<file path="config.mk">
export PLATFORM = sky130hd
export DESIGN_NAME = traffic_light
export DESIGN_NICKNAME = d
export VERILOG_FILES = /design/src/rtl/traffic_light_pkg.sv /design/src/rtl/seg7_decoder.sv /design/src/rtl/traffic_light.sv
export SDC_FILE = /design/constraint.sdc
export NUM_CORES = 1
export LEC_CHECK = 0
export ABC_AREA = 1
export CELL_PAD_IN_SITES_DETAIL_PLACEMENT = 1
export CELL_PAD_IN_SITES_GLOBAL_PLACEMENT = 1
export CORE_UTILIZATION = 45
export CTS_CLUSTER_SIZE = 30
export DETAILED_ROUTE_END_ITERATION = 7
export PLACE_DENSITY = 0.93
export SETUP_SLACK_MARGIN = 0.05
export SLEW_MARGIN = 20
export SYNTH_ARGS = -nofsm -noshare
export SYNTH_HDL_FRONTEND = slang
export SYNTH_HIERARCHICAL = 1
export SYNTH_SLANG_ARGS = --single-unit
</file>
<file path="constraint.sdc">
create_clock -name clk50M -period 9.1 [get_ports clk50M]
set_input_delay 2.73 -clock clk50M [delete_from_list [all_inputs] [get_ports clk50M]]
set_output_delay 2.73 -clock clk50M [all_outputs]
set_load 0.02 [all_outputs]
</file>
<file path="src/rtl/traffic_light_pkg.sv">
// traffic_light_pkg: shared types and constants for the two-way traffic light.
//   state_e    : phase of the intersection (which direction is green/yellow)
//   SEG_0..9   : 7-segment codes, active-low, bit6..0 = g..a
//   SEG_BLANK  : all segments off, used for out-of-range digits
package traffic_light_pkg;

  typedef enum logic [1:0] {
    G1R2 = 2'd0,
    Y1R2 = 2'd1,
    R1G2 = 2'd2,
    R1Y2 = 2'd3
  } state_e;

  localparam logic [6:0] SEG_0     = 7'b1000000;
  localparam logic [6:0] SEG_1     = 7'b1111001;
  localparam logic [6:0] SEG_2     = 7'b0100100;
  localparam logic [6:0] SEG_3     = 7'b0110000;
  localparam logic [6:0] SEG_4     = 7'b0011001;
  localparam logic [6:0] SEG_5     = 7'b0010010;
  localparam logic [6:0] SEG_6     = 7'b0000010;
  localparam logic [6:0] SEG_7     = 7'b1111000;
  localparam logic [6:0] SEG_8     = 7'b0000000;
  localparam logic [6:0] SEG_9     = 7'b0010000;
  localparam logic [6:0] SEG_BLANK = 7'b1111111;

endpackage

</file>
<file path="src/rtl/seg7_decoder.sv">
// seg7_decoder: BCD digit to active-low 7-segment pattern (g..a).
//   digit_i : 4-bit digit, 0..9 (anything else blanks the display)
//   seg_o   : segments, active-low, bit6..0 = g..a
module seg7_decoder
  import traffic_light_pkg::*;
(
  input  logic [3:0] digit_i,
  output logic [6:0] seg_o
);

  always_comb begin
    seg_o = SEG_BLANK;
    case (digit_i)
      4'd0: seg_o = SEG_0;
      4'd1: seg_o = SEG_1;
      4'd2: seg_o = SEG_2;
      4'd3: seg_o = SEG_3;
      4'd4: seg_o = SEG_4;
      4'd5: seg_o = SEG_5;
      4'd6: seg_o = SEG_6;
      4'd7: seg_o = SEG_7;
      4'd8: seg_o = SEG_8;
      4'd9: seg_o = SEG_9;
      default: seg_o = SEG_BLANK;
    endcase
  end

endmodule

</file>
<file path="src/rtl/traffic_light.sv">
// traffic_light: two-direction intersection controller with per-direction
// seconds countdown on 7-segment displays.
//   clk50M          : system clock, rising edge
//   Reset           : asynchronous active-high reset
//   HEX1/HEX0       : direction-1 countdown tens/ones, active-low g..a
//   HEX3/HEX2       : direction-2 countdown tens/ones, active-low g..a
//   LR1/LY1/LG1     : direction-1 lamps, active-high
//   LR2/LY2/LG2     : direction-2 lamps, active-high
// All outputs are a pure decode of registered state/rem, so an async reset
// shows up on the outputs immediately.
module traffic_light
  import traffic_light_pkg::*;
#(
  parameter int CLK_HZ   = 50_000_000,
  parameter int GREEN_S  = 25,
  parameter int YELLOW_S = 3
) (
  input  logic       clk50M,
  input  logic       Reset,
  output logic [6:0] HEX0,
  output logic [6:0] HEX1,
  output logic [6:0] HEX2,
  output logic [6:0] HEX3,
  output logic       LR1,
  output logic       LY1,
  output logic       LG1,
  output logic       LR2,
  output logic       LY2,
  output logic       LG2
);

  localparam int             CW      = (CLK_HZ > 1) ? $clog2(CLK_HZ) : 1;
  localparam logic [CW-1:0]  CNT_MAX = CW'(CLK_HZ - 1);
  localparam logic [6:0]     G7      = 7'(GREEN_S);
  localparam logic [6:0]     Y7      = 7'(YELLOW_S);

  logic [CW-1:0] cnt_q, cnt_d;
  logic          tick;
  state_e        state_q, state_d;
  logic [6:0]    rem_q, rem_d;

  // one-second prescaler
  always_comb begin
    tick  = (cnt_q == CNT_MAX);
    cnt_d = tick ? '0 : cnt_q + CW'(1);
  end

  always_ff @(posedge clk50M or posedge Reset) begin
    if (Reset) begin
      cnt_q   <= '0;
      state_q <= G1R2;
      rem_q   <= G7;
    end else begin
      cnt_q   <= cnt_d;
      state_q <= state_d;
      rem_q   <= rem_d;
    end
  end

  // phase sequencing: rem counts down to 1, then the next phase loads its length
  always_comb begin
    state_d = state_q;
    rem_d   = rem_q;
    if (tick) begin
      if (rem_q > 7'd1) begin
        rem_d = rem_q - 7'd1;
      end else begin
        case (state_q)
          G1R2:    begin state_d = Y1R2; rem_d = Y7; end
          Y1R2:    begin state_d = R1G2; rem_d = G7; end
          R1G2:    begin state_d = R1Y2; rem_d = Y7; end
          R1Y2:    begin state_d = G1R2; rem_d = G7; end
          default: begin state_d = G1R2; rem_d = G7; end
        endcase
      end
    end
  end

  // lamps and displayed values; a red side facing green still has the
  // other side's yellow ahead of it, hence rem + YELLOW_S
  logic [6:0] disp1, disp2;

  always_comb begin
    {LR1, LY1, LG1, LR2, LY2, LG2} = 6'b000_000;
    disp1 = rem_q;
    disp2 = rem_q;
    case (state_q)
      G1R2: begin
        {LG1, LR2} = 2'b11;
        disp2      = rem_q + Y7;
      end
      Y1R2: {LY1, LR2} = 2'b11;
      R1G2: begin
        {LR1, LG2} = 2'b11;
        disp1      = rem_q + Y7;
      end
      R1Y2: {LR1, LY2} = 2'b11;
      default: {LG1, LR2} = 2'b11;
    endcase
  end

  logic [3:0] d1_tens, d1_ones, d2_tens, d2_ones;

  always_comb begin
    d1_tens = 4'(disp1 / 7'd10);
    d1_ones = 4'(disp1 % 7'd10);
    d2_tens = 4'(disp2 / 7'd10);
    d2_ones = 4'(disp2 % 7'd10);
  end

  seg7_decoder u_hex0 (.digit_i(d1_ones), .seg_o(HEX0));
  seg7_decoder u_hex1 (.digit_i(d1_tens), .seg_o(HEX1));
  seg7_decoder u_hex2 (.digit_i(d2_ones), .seg_o(HEX2));
  seg7_decoder u_hex3 (.digit_i(d2_tens), .seg_o(HEX3));

endmodule

</file>
## Word level (Yosys, flattened, before mapping)

Memory sizes are Yosys's and may differ from the RTL's.
Index checks and enable logic that the tools add are counted.

| operators by class | value |
|---|---|
| $add $sub $neg | 3 |
| divide/modulo/power cells | 4 |
| $lt $le $gt $ge | 1 |
| equality and inequality tests | 4 |
| multiplexer cells | 12 |
| bitwise operators | 1 |
| reduce and logical (&&, ||, !) cells | 6 |

Operators by type and width:

| kind | count |
|---|---|
| 26-bit by 1-bit adder with 26-bit output (second input constant) | 1 |
| 26-bit == test (second input constant) | 1 |
| 26-bit two-way mux | 1 |
| 7-bit two-way mux | 3 |
| 7-bit by 4-bit divider with 7-bit output (second input constant) | 2 |
| 7-bit by 4-bit remainder unit with 7-bit output (second input constant) | 2 |
| 7-bit case mux with 2 select lines | 1 |
| 2-bit case mux with 4 select lines | 1 |
| 2-bit OR reduction | 4 |
| 7-bit by 2-bit adder with 7-bit output (second input constant) | 1 |
| 7-bit by 1-bit > comparator with 1-bit output (second input constant) | 1 |
| 7-bit by 1-bit subtractor with 7-bit output (second input constant) | 1 |
| 1-bit two-way mux | 6 |
| 2-bit == test (second input constant) | 2 |
| 2-bit by 1-bit == test with 1-bit output (second input constant) | 1 |
| 2-bit zero test | 1 |
| 2-bit AND reduction | 1 |
| 1-bit inverter | 1 |

| storage, ports and cells | value |
|---|---|
| register bits | 35 |
| ROM bits | 448 |
| bits of input ports | 2 |
| output and inout port bits | 34 |
| logic and storage cells | 38 |
| memories | 4 |

Memories:

| memory | depth | width | read ports | clocked after Yosys merged registers in | wr ports | line | text |
|---|---|---|---|---|---|---|---|
| (name not given) | 16 | 7 | 1 | 0 | 0 | seg7_decoder.sv:13 | `case (digit_i)` |
| (name not given) | 16 | 7 | 1 | 0 | 0 | seg7_decoder.sv:13 |  |
| (name not given) | 16 | 7 | 1 | 0 | 0 | seg7_decoder.sv:13 |  |
| (name not given) | 16 | 7 | 1 | 0 | 0 | seg7_decoder.sv:13 |  |

## Logic depth before layout (Yosys ltp)

Gate-level depths: netlist (run 1).

| logic depth | value |
|---|---|
| word-level depth | 4 |
| depth in mapped cells | 38 |
| depth with buffers taken out | 37 |

## Modules after synthesis

Netlist (run 1), hierarchy kept.

Modules (own cells, without submodules):

| module | times used | cells an instance | area each (um^2) | sequential area each (um^2) |
|---|---|---|---|---|
| traffic_light | 1 | 455 | 3,131.8 | 879.6 |
| seg7_decoder | 4 | 35 | 187.7 | 0.0 |

## Least setup slack after synthesis (run 1)

No wires, ideal clock.

| timing | value |
|---|---|
| path type | register -> output |
| start | register rem_q[0] |
| end | output port HEX2[3] |
| data arrival time | 4.388 ns |
| required time | 6.370 ns |
| setup slack | 1.982 ns |
| stages on the path, launching flop included | 37 |
| path buffers | 1 |
| cells stage by stage | dfstp_2 -> buf_4 -> inv_1 -> ha_1 -> inv_1 -> nand3_1 -> nand2_1 -> nand2_1 -> o21ai_2 -> nand3_2 -> nand2_2 -> inv_2 -> ha_1 -> inv_1 -> nand4_2 -> nand2_2 -> nand2_2 -> nand2_1 -> nand2_2 -> ha_1 -> o21ai_0 -> nand3_2 -> nand2_2 -> nand2_1 -> and2_1 -> ha_1 -> inv_1 -> nand3_2 -> nand3_2 -> inv_1 -> nand3_1 -> nand2_1 -> inv_1 -> ha_1 -> nand2_1 -> nand3_1 -> nand2_1 |

| between the ends | value |
|---|---|
| word-level cells in the longest chain between the ends | 4 |

Ends and longest elaborated chain:

| element | line | text |
|---|---|---|
| start, declared | traffic_light.sv:40 | `logic [6:0] rem_q, rem_d;` |
| start signal, assigned | traffic_light.sv:56 | `rem_q <= rem_d;` |
| 7-bit by 2-bit adder with 7-bit output | traffic_light.sv:90 | `disp2 = rem_q + Y7;` |
| 7-bit two-way mux (*) | traffic_light.sv:87 | `case (state_q)` |
| 7-bit by 4-bit remainder unit with 7-bit output (*) | traffic_light.sv:108 | `d2_ones = 4'(disp2 % 7'd10);` |
| net d2_ones[1] | traffic_light.sv:102 | `logic [3:0] d1_tens, d1_ones, d2_tens, d2_ones;` |
| memory 16 x 7 bit (*) | -- |  |
| end, declared | traffic_light.sv:22 | `output logic [6:0] HEX2,` |

Mark *: on every way through the listed nets, which the timed path passes. The rest lies on a longest branch.

## Final worst setup path (run 1)

| timing | value |
|---|---|
| start | register rem_q[0] |
| end | output port HEX2[4] |

The elaborated chain is that of the path after synthesis.

==> results of run 1 <==
==> per-stage QoR <==
stage	std cells	util, %	total power [mW]
after floorplan	595	-	0.161
after global placement	729	52.1	0.162
after detailed placement	729	52.1	0.163
after CTS	737	53.2	0.282
after global routing	737	53.3	0.289
final	737	53.3	0.279
==> registers in the layout, summed over array words and instances (netlist names) <==
name and count:
cnt_q 26, rem_q 7, state_q 2
==> layout make-up <==
cell class	count	share of cell area (%)
inverter	102	8.68
timing repair buffer	38	8.71
tap	105	2.97
clock buffer	7	1.95
multi-input combinational	449	57.7
sequential	35	19.9
clock inverter	1	0.113
==> path summary, 6_finish.rpt <==
path / startpoint / to / slack (ns) / depth (start not counted)
min in group asynchronous: Reset / cnt_q[4]$_DFF_PP0_ / 2.84 / 3
max: rem_q[0]$_DFFE_PP1N_ / HEX2[4] / 0.50 / 35
max reg2reg: cnt_q[0]$_DFF_PP0_ / rem_q[4]$_DFFE_PP1N_ / 6.34 / 11
min reg2reg: cnt_q[0]$_DFF_PP0_ / cnt_q[0]$_DFF_PP0_ / 0.51 / 1
min: cnt_q[0]$_DFF_PP0_ / cnt_q[0]$_DFF_PP0_ / 0.51 / 1
max in group asynchronous: Reset / rem_q[0]$_DFFE_PP1N_ / 5.90 / 3
==> report_power, final <==
| part | switching, mW | total [mW] | internal [mW] | leakage [nW] |
|---|---|---|---|---|
| sequential | 0 | 0.156 | 0.156 | 0.464 |
| clock | 0.0582 | 0.119 | 0.0611 | 0.0482 |
| combinational | 0.00316 | 0.00385 | 0.000687 | 1.83 |
==> per-layer routing <==
metal  GRT usage [%]  vias to the layer above  part of all wire, %
met5               0                        -                    0
met4            7.95                        0                  1.6
met3            3.54                       19                  2.5
met2            48.3                       73                   51
met1            31.8                     1936                   45
li1                -                     1972                    -
==> worst reg2reg max path: stages, from the launching register on <==
cell	delay, ns
dfrtp_1	0.40
ha_1	0.20
nand2_1	0.09
nor2_1	0.24
nand2_1	0.10
nor2_1	0.17
inv_1	0.10
nor4_1	0.50
inv_1	0.25
nor2_1	0.37
nand4_1	0.16
nand3b_1	0.12
==> kinds of logic after synthesis <==
| group | Yosys count | synth area share (%) |
|---|---|---|
| AOI/OAI and AO/OA | 56 | 8.67 |
| buffers and inverters | 111 | 11.5 |
| adders and majority gates | 34 | 11.0 |
| muxes | 1 | 0.290 |
| DFF | 35 | 22.7 |
| xor gates and xnor gates | 14 | 3.16 |
| and+or+nand+nor | 344 | 42.7 |
==> layout by cell type (no fill, tap or decap), drive strengths merged <==
cell / n
nor3b: 1
buf: 3
dfstp: 3
clkbuf: 7
and2: 1
dfrtp: 32
nand3b: 2
ha: 34
a21oi: 18
nor4b: 1
o21bai: 1
inv: 99
xnor2: 3
a221oi: 1
nand3: 64
clkdlybuf4s50: 30
nor4: 12
a21boi: 2
or2: 3
clkinv: 4
mux2: 1
a211oi: 1
dlymetal6s2s: 5
o211ai: 2
o21a: 1
nor2: 45
nor3: 19
nand4: 12
o21ai: 30
xor2: 11
nand2: 184
==> reports/qor.txt, run 1 <==
DIE WIDTH - 94.9 um
DR iter-0 viols - 179
diode count - 0
Core Region - 8300 um2
CP Buf/Inv Count - 7
Mapped Area - 3880 um2
largest net degree at the start of global routing - 36
height of the die - 94.9 um
top-count cell post-synth - nand2_1
Row Count - 33
Final Critical Period - 8.60 ns
multi-input logic area - 2550 um2
Skew-Pair Late Insertion Delay - 0.30 ns
Layout fillers - 1117
Hold/Removal Path Class - flip-flop to flip-flop
DR vias/cell - 5.43
clock skew - 0.0139 ns
ANT nets after route - 0
pre-CTS WS - 0.875 ns
per-cell routed wire length - 15.1 um
Unique masters post-synth - 46
Post-synth ARST share - 100%
CTS tree - yes
most frequent CP cell - nand2_1
Worst-path clk slew - 0.08 ns
Port Buffers - 35
CP max stage cell - dfstp_2
critical path peak fanout - 9
Slew Limit Fails - 0
Reg area - 880 um2
EDFF count, synth - 0
Worst-Margin Slew - 0.742 ns
number of antenna violations at the first check in global routing - 0
PwrDens - 62.9 nW/um2
Synth Instances - 595
Total GRT Usage - 26.4%
Crit path arrival time - 5.87 ns
top cell type's share of synthesized area - 20.6%
postcts setup bufs - 0
Residual DRC - 0
cell area after layout - 4430 um2
Setup TNS - 0 ns
GP Congestion - 0.876
DR vias - 4000
number of global-route vias before repair - 4263
top post-synthesis cells by area - dfrtp_1 (21%), nand2_1 (16%), ha_1 (11%)
# IOs - 36
CP Capture Type - output pin
outcome - complete, no violations
average size of a mapped cell - 6.53 um2
share of layout cells above drive strength 1 - 12.5%
DRT Pass-1 Iters - 4
slew margin rel. - 50.1%
WS Path Type - flip-flop to output pin
Final Hold Vio Count - 0
Post-synth top cells - nand2_1 (165), inv_1 (86), nand3_1 (54)
Initial Utilization - 46.8%
number of max-cap violations - 0
# nets final - 667
first-pass GRT wire length - 19200 um
RSZ-0062 raised after global routing - no
fin crit share - 94.5%
# setup viols final - 0
clock root buffer master - clkbuf_8
Seq/Total Area, Yosys - 22.7%
worst hold slack - 0.507 ns
Post-CTS Resized - 0
post-DP HPWL - 8470 um
clk buf depth - 2
Max VDD drop - 0.0723 mV
cell family with the largest share of critical-path delay - simple AND/OR/NAND/NOR gates
Leak - 2.34 nW
ys flop type - dfrtp_1
Synth Net Count - 631
global route total overflow - 0
Sink Count - 35
die area - 9000 um2
Syn-to-layout area delta - 14.0%
placed cell areas - 4320 um2
slowest stage delay, CP - 0.63 ns
worst setup margin - 0.500 ns
Critical Path Source Type - flip-flop
cts bufs inserted - 5
Synth area leader - dfrtp_1
#FFs+latches synth - 35
Total Wirelength - 11200 um
Max H-tree Level - 2
Fmax - 116 MHz
Ys Warns - 6
Data required, critical path - 6.37 ns
hold_buf cts - 0
Power figures use the tool's default switching activity.
==> run 2, diff against run 1 <==
CORE_UTILIZATION = 46   (was 45)
CTS_BUF_LIST = sky130_fd_sc_hd__clkbuf_4 sky130_fd_sc_hd__clkbuf_8   (was not set)
GPL_ROUTABILITY_DRIVEN = 0   (was not set)
PLACE_DENSITY = 0.94   (was 0.93)
==> reports/qor.txt, run 2 (same netlist as run 1, synthesis figures left out) <==
Total Wirelength - 11000 um (-1.4%)
Hold Startpoint - cnt_q[0]$_DFF_PP0_
number of antenna violations at the first check in global routing - 0 (unchanged)
outcome - complete, no violations
reg2reg setup slack - 6.47 ns (+0.13 ns)
number of max-cap violations - 0 (unchanged)
Residual DRC - 0 (unchanged)
FF-to-FF path depth - 10 (-1)
clk buf depth - 2 (unchanged)
Reg area - 880 um2 (unchanged)
hold path depth - 1 (unchanged)
CTS tree - yes
Layout fillers - 1117 (unchanged)
Data required, critical path - 6.37 ns (about the same)
Syn-to-layout area delta - 14.3%
most frequent CP cell - inv_1
Initial Utilization - 47.5% (+0.71 points)
Leak - 2.35 nW (+0.42%)
DRT Pass-1 Iters - 4 (unchanged)
DR iter-0 viols - 170 (-5.0%)
RSZ-0062 raised after global routing - no
Core Region - 8180 um2 (-1.5%)
# setup viols final - 0 (unchanged)
Port Buffers - 35 (unchanged)
cts bufs inserted - 5 (unchanged)
number of flip-flops in the largest register - 26 (unchanged)
number of global-route vias before repair - 4105 (-3.7%)
Final Hold Vio Count - 0 (unchanged)
most common cell after layout, fill and taps aside - nand2_1
DR vias/cell - 5.46 (+0.66%)
Critical R2R Launch - cnt_q[0]$_DFF_PP0_
most frequent cells in the layout - nand2_1 (165), inv_1 (86), nand3_1 (54)
PwrDens - 62.3 nW/um2 (-1.1%)
slowest stage delay, CP - 0.61 ns (-0.02 ns)
Max H-tree Level - 2 (unchanged)
CP max stage cell - clkdlybuf4s50_1
diode count - 0 (unchanged)
global route total overflow - 0 (unchanged)
Skew-Pair Late Insertion Delay - 0.29 ns (about the same)
largest net degree at the start of global routing - 36 (unchanged)
Row Count - 33 (unchanged)
fin crit share - 92.8% (-1.7 points)
WHS Endpoint - cnt_q[0]$_DFF_PP0_
Critical Path Source Type - flip-flop
Largest regs - cnt_q: 26 flops, rem_q: 7 flops, state_q: 2 flops
ANT nets after route - 0 (unchanged)
Fmax - 118 MHz (+1.9%)
height of the die - 93.9 um (-1.1%)
Max VDD drop - 0.0965 mV (+34%)
Worst-path clk slew - 0.08 ns (about the same)
max layer used - met4
post-DP HPWL - 8710 um (+2.8%)
Total GRT Usage - 26.4% (+0.044 points)
DR vias - 4032 (+0.80%)
Setup TNS - 0 ns (unchanged)
# nets final - 669 (+0.30%)
share of layout cells above drive strength 1 - 12.8% (+0.30 points)
DIE WIDTH - 93.9 um (-1.1%)
clock root buffer master - clkbuf_8
CP Capture Type - output pin
Pwr Total - 0.276 mW (-0.82%)
Slew Limit Fails - 0 (unchanged)
Final Core Density - 54.3% (+0.95 points)
multi-input logic area - 2550 um2 (unchanged)
# IOs - 36 (unchanged)
Crit path arrival time - 5.71 ns (-0.16 ns)
WL met3 - 307 um (+12%)
M1 wire length - 4930 um (-1.4%)
Final Critical Period - 8.44 ns (-0.159 ns)
Hold/Removal Path Class - flip-flop to flip-flop
Sink Count - 35 (unchanged)
die area - 8810 um2 (-2.1%)
register with the most flip-flops - cnt_q
critical path peak fanout - 9 (unchanged)
Reg-to-Reg End - rem_q[6]$_DFFE_PP0N_
met2 routed WL - 5590 um (-2.2%)
slew margin rel. - 43.1% (-7.1 points)
Worst-Margin Slew - 0.847 ns (+0.105 ns)
first-pass GRT wire length - 18800 um (-2.1%)
clock skew - 0.00933 ns (-0.00452 ns)
WS Path Type - flip-flop to output pin
per-cell routed wire length - 14.9 um (-1.6%)
run 2: cell count changes in the layout (fill, tap and decap cells not counted):
cell,change
buf_4,+2
clkbuf_1,-1
run 2: how the worst max path moves through the flow:
stage | startpoint | end | slack (ns) | cells after the start
2_1_floorplan | rem_q[0]$_DFFE_PP1N_ | HEX2[3] | 1.98 | 36
3_3_place_gp | rem_q[0]$_DFFE_PP1N_ | HEX2[3] | 1.26 | 36
3_5_place_dp | rem_q[0]$_DFFE_PP1N_ | HEX2[3] | 0.82 | 36
4_1_cts | rem_q[0]$_DFFE_PP1N_ | HEX2[3] | 0.47 | 36
5_1_grt | rem_q[0]$_DFFE_PP1N_ | HEX2[5] | 0.12 | 37
6_report | rem_q[1]$_DFFE_PP0N_ | HEX2[5] | 0.66 | 36
run 2: cell type report:
type / count / share of cell area [%]
Tap cell: 105 / 2.96
Multi-Input combinational cell: 449 / 57.6
Inverter: 102 / 8.66
Clock buffer: 6 / 1.86
Clock inverter: 1 / 0.113
Timing Repair Buffer: 40 / 9.02
Sequential cell: 35 / 19.8
run 2: where the power goes:
part / total, mW / internal [mW] / switching (mW) / leakage [nW]
combinational: 0.00377 / 0.000686 / 0.00308 / 1.84
clock: 0.117 / 0.0594 / 0.0577 / 0.0470
sequential: 0.156 / 0.156 / 0 / 0.464
run 2: metrics by stage:
stage | setup WS (ns) | hold slack [ns] | cell area, um2 | instances
after floorplan | 1.98 | 0.447 | 3880 | 595
final | 0.659 | 0.517 | 4440 | 738
after global placement | 1.26 | 0.482 | 4320 | 728
after detailed placement | 0.820 | 0.512 | 4320 | 728
after global routing | 0.118 | 0.536 | 4440 | 738
after CTS | 0.467 | 0.525 | 4400 | 735
run 2: what timing repair did:
item | in CTS | in global routing
setup buffers | 0 | 3
hold buffers | 0 | 0
setup endpoints to repair | 0 | 7
endpoints found under the hold margin | 0 | 0
resized for setup | 0 | 5
run 2: metal layers:
| layer | up-vias | GRT usage, % |
|---|---|---|
| li1 | 1978 | - |
| met1 | 1974 | 32.2 |
| met2 | 58 | 48.4 |
| met3 | 22 | 3.56 |
| met4 | 0 | 6.79 |
| met5 | - | 0 |
run 2: critical path, delay by kind of cell, from the launching register on:
kind | cells | cell delay, ns
AOI/OAI and AO/OA | 2 | 0.27
adders and majority gates | 5 | 1.05
buffers and inverters | 9 | 1.34
DFF | 1 | 0.47
and+or+nand+nor | 20 | 2.30
